===== src/rtl/alu_multicycle.sv =====
// alu_multicycle: EX-stage ALU with a registered result and valid/ready
// handshakes on both sides. Single-cycle ops finish one cycle after accept.
// MUL is an iterative unsigned shift-add that handles one multiplier bit per
// cycle. Define ALU_DIVU_EN to add DIVU/REMU, an unsigned restoring divider
// that takes WIDTH cycles. Without it, opcodes 1110/1111 are illegal.
//
// Handshake: an input op transfers on a rising edge where in_valid && in_ready.
// A result transfers on a rising edge where out_valid && out_ready. While
// out_valid is high, result and flags stay stable. in_ready is high only in
// IDLE. The producer holds in_valid and its operands until accepted.
// out_ready is ignored while out_valid is low.
module alu_multicycle #(
  parameter int WIDTH = 32,
  parameter int OPW   = 4
) (
  input  logic             clk,
  input  logic             rst_n,
  input  logic             in_valid,
  output logic             in_ready,
  input  logic [WIDTH-1:0] a,
  input  logic [WIDTH-1:0] b,
  input  logic [OPW-1:0]   aluop,
  output logic             out_valid,
  input  logic             out_ready,
  output logic [WIDTH-1:0] result,
  output logic             zero,
  output logic             ovf,
  output logic             illegal,
  output logic [1:0]       o_dbg_state
);

  localparam int SHW = $clog2(WIDTH);

  localparam logic [OPW-1:0] OP_AND = OPW'(4'b0000);
  localparam logic [OPW-1:0] OP_OR  = OPW'(4'b0001);
  localparam logic [OPW-1:0] OP_ADD = OPW'(4'b0010);
  localparam logic [OPW-1:0] OP_XOR = OPW'(4'b0011);
  localparam logic [OPW-1:0] OP_SUB = OPW'(4'b0110);
  localparam logic [OPW-1:0] OP_SLT = OPW'(4'b0111);
  localparam logic [OPW-1:0] OP_SLL = OPW'(4'b1000);
  localparam logic [OPW-1:0] OP_SRL = OPW'(4'b1001);
  localparam logic [OPW-1:0] OP_SRA = OPW'(4'b1010);
  localparam logic [OPW-1:0] OP_NOR = OPW'(4'b1100);
  localparam logic [OPW-1:0] OP_MUL = OPW'(4'b1101);
`ifdef ALU_DIVU_EN
  localparam logic [OPW-1:0] OP_DIVU = OPW'(4'b1110);
  localparam logic [OPW-1:0] OP_REMU = OPW'(4'b1111);
`endif

  typedef enum logic [1:0] {
    S_IDLE = 2'd0,
    S_BUSY = 2'd1,
    S_DONE = 2'd2
  } state_t;

  state_t           r_state;
  logic             r_out_valid;
  logic [WIDTH-1:0] r_result;
  logic             r_zero;
  logic             r_ovf;
  logic             r_illegal;
  logic [SHW-1:0]   r_cnt;
  // Iterative datapath. For MUL, r_acc is the partial product, r_mcand is
  // the multiplicand (shifts left) and r_mplier is the multiplier (shifts
  // right). For the divider, r_acc is the partial remainder, r_mcand is the
  // divisor and r_mplier is the dividend that turns into the quotient.
  logic [WIDTH-1:0] r_acc;
  logic [WIDTH-1:0] r_mcand;
  logic [WIDTH-1:0] r_mplier;

  logic [WIDTH-1:0] w_sum;
  logic [WIDTH-1:0] w_diff;
  logic [WIDTH-1:0] w_res;
  logic             w_ovf;
  logic             w_illegal;
  logic             w_is_mul;
  logic             w_is_multi;
  logic [WIDTH-1:0] w_mul_acc;
  logic [WIDTH-1:0] w_busy_res;
  logic             w_last_step;

  assign w_sum       = a + b;
  assign w_diff      = a - b;
  assign w_is_mul    = (aluop == OP_MUL);
  assign w_mul_acc   = r_mplier[0] ? (r_acc + r_mcand) : r_acc;
  assign w_last_step = (r_cnt == SHW'(WIDTH - 1));

`ifdef ALU_DIVU_EN
  logic             r_mul_sel;
  logic             r_rem_sel;
  logic             w_is_div;
  logic [WIDTH:0]   w_div_shift;
  logic             w_div_ge;
  logic [WIDTH:0]   w_div_sub;
  logic [WIDTH-1:0] w_rem_next;
  logic [WIDTH-1:0] w_quo_next;

  assign w_is_div    = (aluop == OP_DIVU) || (aluop == OP_REMU);
  assign w_is_multi  = w_is_mul || w_is_div;
  // Restoring step: shift the next dividend bit into the remainder, then
  // subtract the divisor when it fits. A zero divisor always fits, which
  // gives an all-ones quotient and a remainder equal to the dividend.
  assign w_div_shift = {r_acc, r_mplier[WIDTH-1]};
  assign w_div_ge    = (w_div_shift >= {1'b0, r_mcand});
  assign w_div_sub   = w_div_shift - {1'b0, r_mcand};
  assign w_rem_next  = w_div_ge ? w_div_sub[WIDTH-1:0] : w_div_shift[WIDTH-1:0];
  assign w_quo_next  = {r_mplier[WIDTH-2:0], w_div_ge};
  assign w_busy_res  = r_mul_sel ? w_mul_acc : (r_rem_sel ? w_rem_next : w_quo_next);
`else
  assign w_is_multi  = w_is_mul;
  assign w_busy_res  = w_mul_acc;
`endif

  // Single-cycle result, overflow and illegal-opcode decode.
  always_comb begin
    w_res     = '0;
    w_ovf     = 1'b0;
    w_illegal = 1'b0;
    case (aluop)
      OP_AND: w_res = a & b;
      OP_OR:  w_res = a | b;
      OP_XOR: w_res = a ^ b;
      OP_NOR: w_res = ~(a | b);
      OP_ADD: begin
        w_res = w_sum;
        w_ovf = (a[WIDTH-1] == b[WIDTH-1]) && (w_sum[WIDTH-1] != a[WIDTH-1]);
      end
      OP_SUB: begin
        w_res = w_diff;
        w_ovf = (a[WIDTH-1] != b[WIDTH-1]) && (w_diff[WIDTH-1] != a[WIDTH-1]);
      end
      OP_SLT: w_res = {{(WIDTH-1){1'b0}}, ($signed(a) < $signed(b))};
      OP_SLL: w_res = a << b[SHW-1:0];
      OP_SRL: w_res = a >> b[SHW-1:0];
      OP_SRA: w_res = $signed(a) >>> b[SHW-1:0];
      OP_MUL: w_illegal = 1'b0;
`ifdef ALU_DIVU_EN
      OP_DIVU: w_illegal = 1'b0;
      OP_REMU: w_illegal = 1'b0;
`endif
      default: w_illegal = 1'b1;
    endcase
  end

  // Control FSM. It also owns the iterative datapath and the registered outputs.
  always_ff @(posedge clk) begin
    if (!rst_n) begin
      r_state     <= S_IDLE;
      r_out_valid <= 1'b0;
      r_result    <= '0;
      r_zero      <= 1'b0;
      r_ovf       <= 1'b0;
      r_illegal   <= 1'b0;
      r_cnt       <= '0;
      r_acc       <= '0;
      r_mcand     <= '0;
      r_mplier    <= '0;
`ifdef ALU_DIVU_EN
      r_mul_sel   <= 1'b0;
      r_rem_sel   <= 1'b0;
`endif
    end else begin
      case (r_state)
        S_IDLE: begin
          if (in_valid) begin
            if (w_is_multi) begin
              r_state <= S_BUSY;
              r_cnt   <= '0;
              r_acc   <= '0;
`ifdef ALU_DIVU_EN
              r_mul_sel <= w_is_mul;
              r_rem_sel <= (aluop == OP_REMU);
              if (w_is_mul) begin
                r_mcand  <= a;
                r_mplier <= b;
              end else begin
                r_mcand  <= b;
                r_mplier <= a;
              end
`else
              r_mcand  <= a;
              r_mplier <= b;
`endif
            end else begin
              r_state     <= S_DONE;
              r_out_valid <= 1'b1;
              r_result    <= w_res;
              r_zero      <= (w_res == '0);
              r_ovf       <= w_ovf;
              r_illegal   <= w_illegal;
            end
          end
        end
        S_BUSY: begin
          r_cnt <= r_cnt + SHW'(1);
`ifdef ALU_DIVU_EN
          if (r_mul_sel) begin
            r_acc    <= w_mul_acc;
            r_mcand  <= r_mcand << 1;
            r_mplier <= r_mplier >> 1;
          end else begin
            r_acc    <= w_rem_next;
            r_mplier <= w_quo_next;
          end
`else
          r_acc    <= w_mul_acc;
          r_mcand  <= r_mcand << 1;
          r_mplier <= r_mplier >> 1;
`endif
          if (w_last_step) begin
            r_state     <= S_DONE;
            r_out_valid <= 1'b1;
            r_result    <= w_busy_res;
            r_zero      <= (w_busy_res == '0);
            r_ovf       <= 1'b0;
            r_illegal   <= 1'b0;
          end
        end
        S_DONE: begin
          if (out_ready) begin
            r_state     <= S_IDLE;
            r_out_valid <= 1'b0;
          end
        end
        default: begin
          r_state     <= S_IDLE;
          r_out_valid <= 1'b0;
        end
      endcase
    end
  end

  assign in_ready    = (r_state == S_IDLE);
  assign out_valid   = r_out_valid;
  assign result      = r_result;
  assign zero        = r_zero;
  assign ovf         = r_ovf;
  assign illegal     = r_illegal;
  assign o_dbg_state = r_state;

endmodule


===== config.mk =====
export PLATFORM = sky130hd
export DESIGN_NAME = alu_multicycle
export DESIGN_NICKNAME = d
export VERILOG_FILES = /design/src/rtl/alu_multicycle.sv
export SDC_FILE = /design/constraint.sdc
export NUM_CORES = 1
export LEC_CHECK = 0
export BUFFER_PORTS_ARGS = -buffer_cell sky130_fd_sc_hd__buf_2
export CAP_MARGIN = 30
export CORE_ASPECT_RATIO = 1.4
export CORE_UTILIZATION = 32
export CTS_BUF_LIST = sky130_fd_sc_hd__clkbuf_8
export CTS_CLUSTER_DIAMETER = 120
export DETAILED_ROUTE_END_ITERATION = 16
export SYNTH_ARGS = -nofsm -noshare
export SYNTH_HDL_FRONTEND = slang
export SYNTH_SLANG_ARGS = --single-unit

===== constraint.sdc =====
create_clock -name clk -period 5.6 [get_ports clk]
set_input_delay 1.12 -clock clk [delete_from_list [all_inputs] [get_ports clk]]
set_output_delay 1.12 -clock clk [all_outputs]
set_load 0.005 [all_outputs]

==> impl_metrics.tcl <==
set metrics [dict create \
    outcome "complete, no violations" \
    critPathMaxFanout 32 \
    final_nets 2757 \
    irDropWorstVdd_mv 0.167 \
    grt_start_max_net_pins 94 \
    synth_edf_count 0 \
    antenna_found_initial 3 \
    initial_core_util_pct 32.5 \
    wl_per_cell_um 29.1 \
    whs_endpoint "result[24]" \
    numPortBuffers 110 \
    synth_ff_type "dfxtp_1" \
    power.leakage_nw 9.18 \
    min_path_type "reg -> reg" \
    cp-end-kind "flop" \
    power_density_mw_per_mm2 165 \
    postSynth.asyncResetShare_pct 0 \
    track_usage_pct 32.8 \
    clock_path_buffers 2 \
    rr_worst_depth 12 \
    hold_ws_ns 0.464 \
    cts_setup_buffers 0 \
    crit_path_frequent_cell "buf_4" \
    cts_buffers 17 \
    post-synth-top-count-cell "nand2_1" \
    yosys-top-cells-area "dfxtp_1, ha_1, nand2_1" \
    cts_tree "built" \
    drc_errors 0 \
    cts_max_level 4 \
    pin_count 111 \
    hold_viol_final 0 \
    hpwl_um 77100 \
    r2r_setup_slack_ns 0.88 \
    power.total_mw 3.45 \
    drive_gt1_share_pct 19.2 \
    clk_pin_slew_worst_paths_ns 0.09 \
    cts_root_buffer "clkbuf_8" \
    globalplace.congestion 1.07 \
    startpoint "b[0]" \
    critPathSlowestCell "a211oi_1" \
    skew_ns 0.0385 \
    min_period_ns 5.40 \
    cts_resized 0 \
    via_count 20900 \
    cp_data_arrival_time_ns 5.92 \
    area_growth_syn_to_layout_pct 15.8 \
    die_x_um 203 \
    drt_iter0_drc 2060 \
    crit-reg2reg-launch "o_dbg_state[1]" \
    worstSkewPairLatency_ns 0.59 \
    critPathMaxStageDelay_ns 0.71 \
    syn_area_mm2 0.0181 \
    cp_top_family "simple AND/OR/NAND/NOR gates" \
    grt-ovfl-total 0 \
    grt_pass1_vias 20200 \
    rsz0062_at_grt "no" \
    crit_buf_inv 4 \
    finalSetupViolations 0 \
    synth.top_cells.by_count "nand2_1, a21oi_1, nor2_1" \
    synth.ff_latch_count 139 \
    first_pass_iters 5 \
    numClockSinks 139 \
    postCtsHoldBufs 0 \
    slew_violations 0 \
    syn_nets 2602 \
    maxSlewHeadroom_pct 34.0 \
    multi_input_comb_area_mm2 0.0142 \
    yosys_warnings 0 \
    row_count 102 \
    final-seq-area_mm2 0.00278 \
    synth_top_area_share_pct 15.4 \
    cp_cell_sequence "buf_4, buf_12, buf_4, mux2i_1, nand2b_1, buf_4, o211ai_1, a211oi_1, nand3_1, nor4b_1, nand4_1, or4_1, nor4_1, nand4_1, o31ai_1, a31o_1" \
    synthCells 2385 \
    hold_start "result[24]" \
    fin_crit_sh_pct 96.5 \
    start_kind "input port" \
    critPathKind "in -> reg" \
    worstPathRequired_ns 6.12 \
    wirelength_um 95600 \
    dieArea_mm2 0.0574 \
    tightest_slew_ns 0.990 \
    yosysUniqueCellTypes 93 \
    fmax_mhz 185 \
    synth_top_cell_by_area "dfxtp_1" \
    fillers 5911 \
    whs_path_depth 2 \
    die_h_um 283 \
    synth.avg_cell_area_um2 7.57 \
    fp.coreArea_mm2 0.0555 \
    antenna_left 0 \
    grt_pass1_wl_um 138000 \
    vias_per_cell 6.37 \
    r2r-end "zero" \
    drv_cap 0 \
    yosysSeqAreaShare_pct 15.4 \
]
[worst min-delay path, delay by kind of cell (launching register included)]
kind,cells,cell delay (ns)
compound gates,1,0.06
flops,1,0.32
simple gates,1,0.05
[final cells by class]
class	instances	share of cell area, %
Multi-Input combinational cell	1948	67.7
Inverter	104	1.87
Sequential cell	139	13.3
Antenna cell	2	0.0239
Clock inverter	14	0.550
Clock buffer	18	1.18
Timing Repair Buffer	330	11.0
Tap cell	728	4.35
[kinds of logic (layout without fill, tap and decap cells)]
kind of cell	Yosys count	in the layout	share of synthesized area, %
AOI/OAI and AO/OA	851	851	33.9
and+or+nand+nor	760	760	20.4
buffers and inverters	298	466	6.51
muxes	158	158	11.9
adders and majority gates	145	145	10.2
DFF	139	139	15.4
xor gates and xnor gates	34	34	1.65
other	0	2	0
[cell usage in the layout, fill, tap and decap left out, types with 29 or more instances in the layout]
| cell | netlist | layout |
|---|---|---|
| nand2_1 | 274 | 274 |
| buf_4 | 2 | 215 |
| a21oi_1 | 163 | 162 |
| nor2_1 | 148 | 147 |
| ha_1 | 142 | 142 |
| dfxtp_1 | 139 | 138 |
| buf_2 | 15 | 108 |
| o21ai_0 | 107 | 107 |
| o211ai_1 | 104 | 104 |
| inv_1 | 99 | 100 |
| o211a_1 | 70 | 70 |
| mux2i_1 | 70 | 70 |
| nor2b_1 | 60 | 59 |
| nor3_1 | 49 | 49 |
| nand3_1 | 45 | 45 |
| mux2_2 | 42 | 42 |
| a22oi_1 | 41 | 41 |
| mux4_2 | 40 | 40 |
| a211oi_1 | 36 | 36 |
| and2_1 | 29 | 29 |
[layer usage]
metal	global-route usage, %	vias to the layer above	part of all wire, %
li1	-	9348	-
met1	37.4	10200	38
met2	53.6	1066	47
met3	4.99	279	6.1
met4	27.2	2	9.1
met5	0	-	0.014
[metrics by stage]
stage / instance area (um2) / std cells / setup TNS (ns) / setup WS [ns] / utilization (%)
after floorplan: 18100 / 2385 / 0 / 0.0219 / -
after global placement: 20600 / 3249 / -0.134 / -0.134 / 37.0
after detailed placement: 20600 / 3249 / -0.0590 / -0.0590 / 37.0
after CTS: 20900 / 3281 / 0 / 0.570 / 37.7
after global routing: 20900 / 3282 / 0 / 0.345 / 37.7
final: 20900 / 3283 / 0 / 0.196 / 37.7
[where the power goes]
group | total (mW) | internal, mW | switching [mW]
Sequential | 1.06 | 1.03 | 0.0332
Combinational | 1.56 | 0.573 | 0.990
Clock | 0.831 | 0.325 | 0.506
[state kept, by name, indices dropped and copies added, names as in the netlist]
signal	flops
r_acc	32
r_mcand	32
r_mplier	32
result	32
r_cnt	5
o_dbg_state	2
illegal	1
out_valid	1
ovf	1
zero	1
[worst max path at each step]
| stage | to | slack [ns] | depth (start not counted) |
|---|---|---|---|
| 3_3_place_gp | zero | -0.13 | 13 |
| 6_report | zero | 0.20 | 16 |
| 2_1_floorplan | zero | 0.02 | 18 |
| 4_1_cts | zero | 0.57 | 13 |
| 5_1_grt | zero | 0.35 | 13 |
| 3_5_place_dp | zero | -0.06 | 13 |
Note: power is estimated with default switching activity, not from simulation.
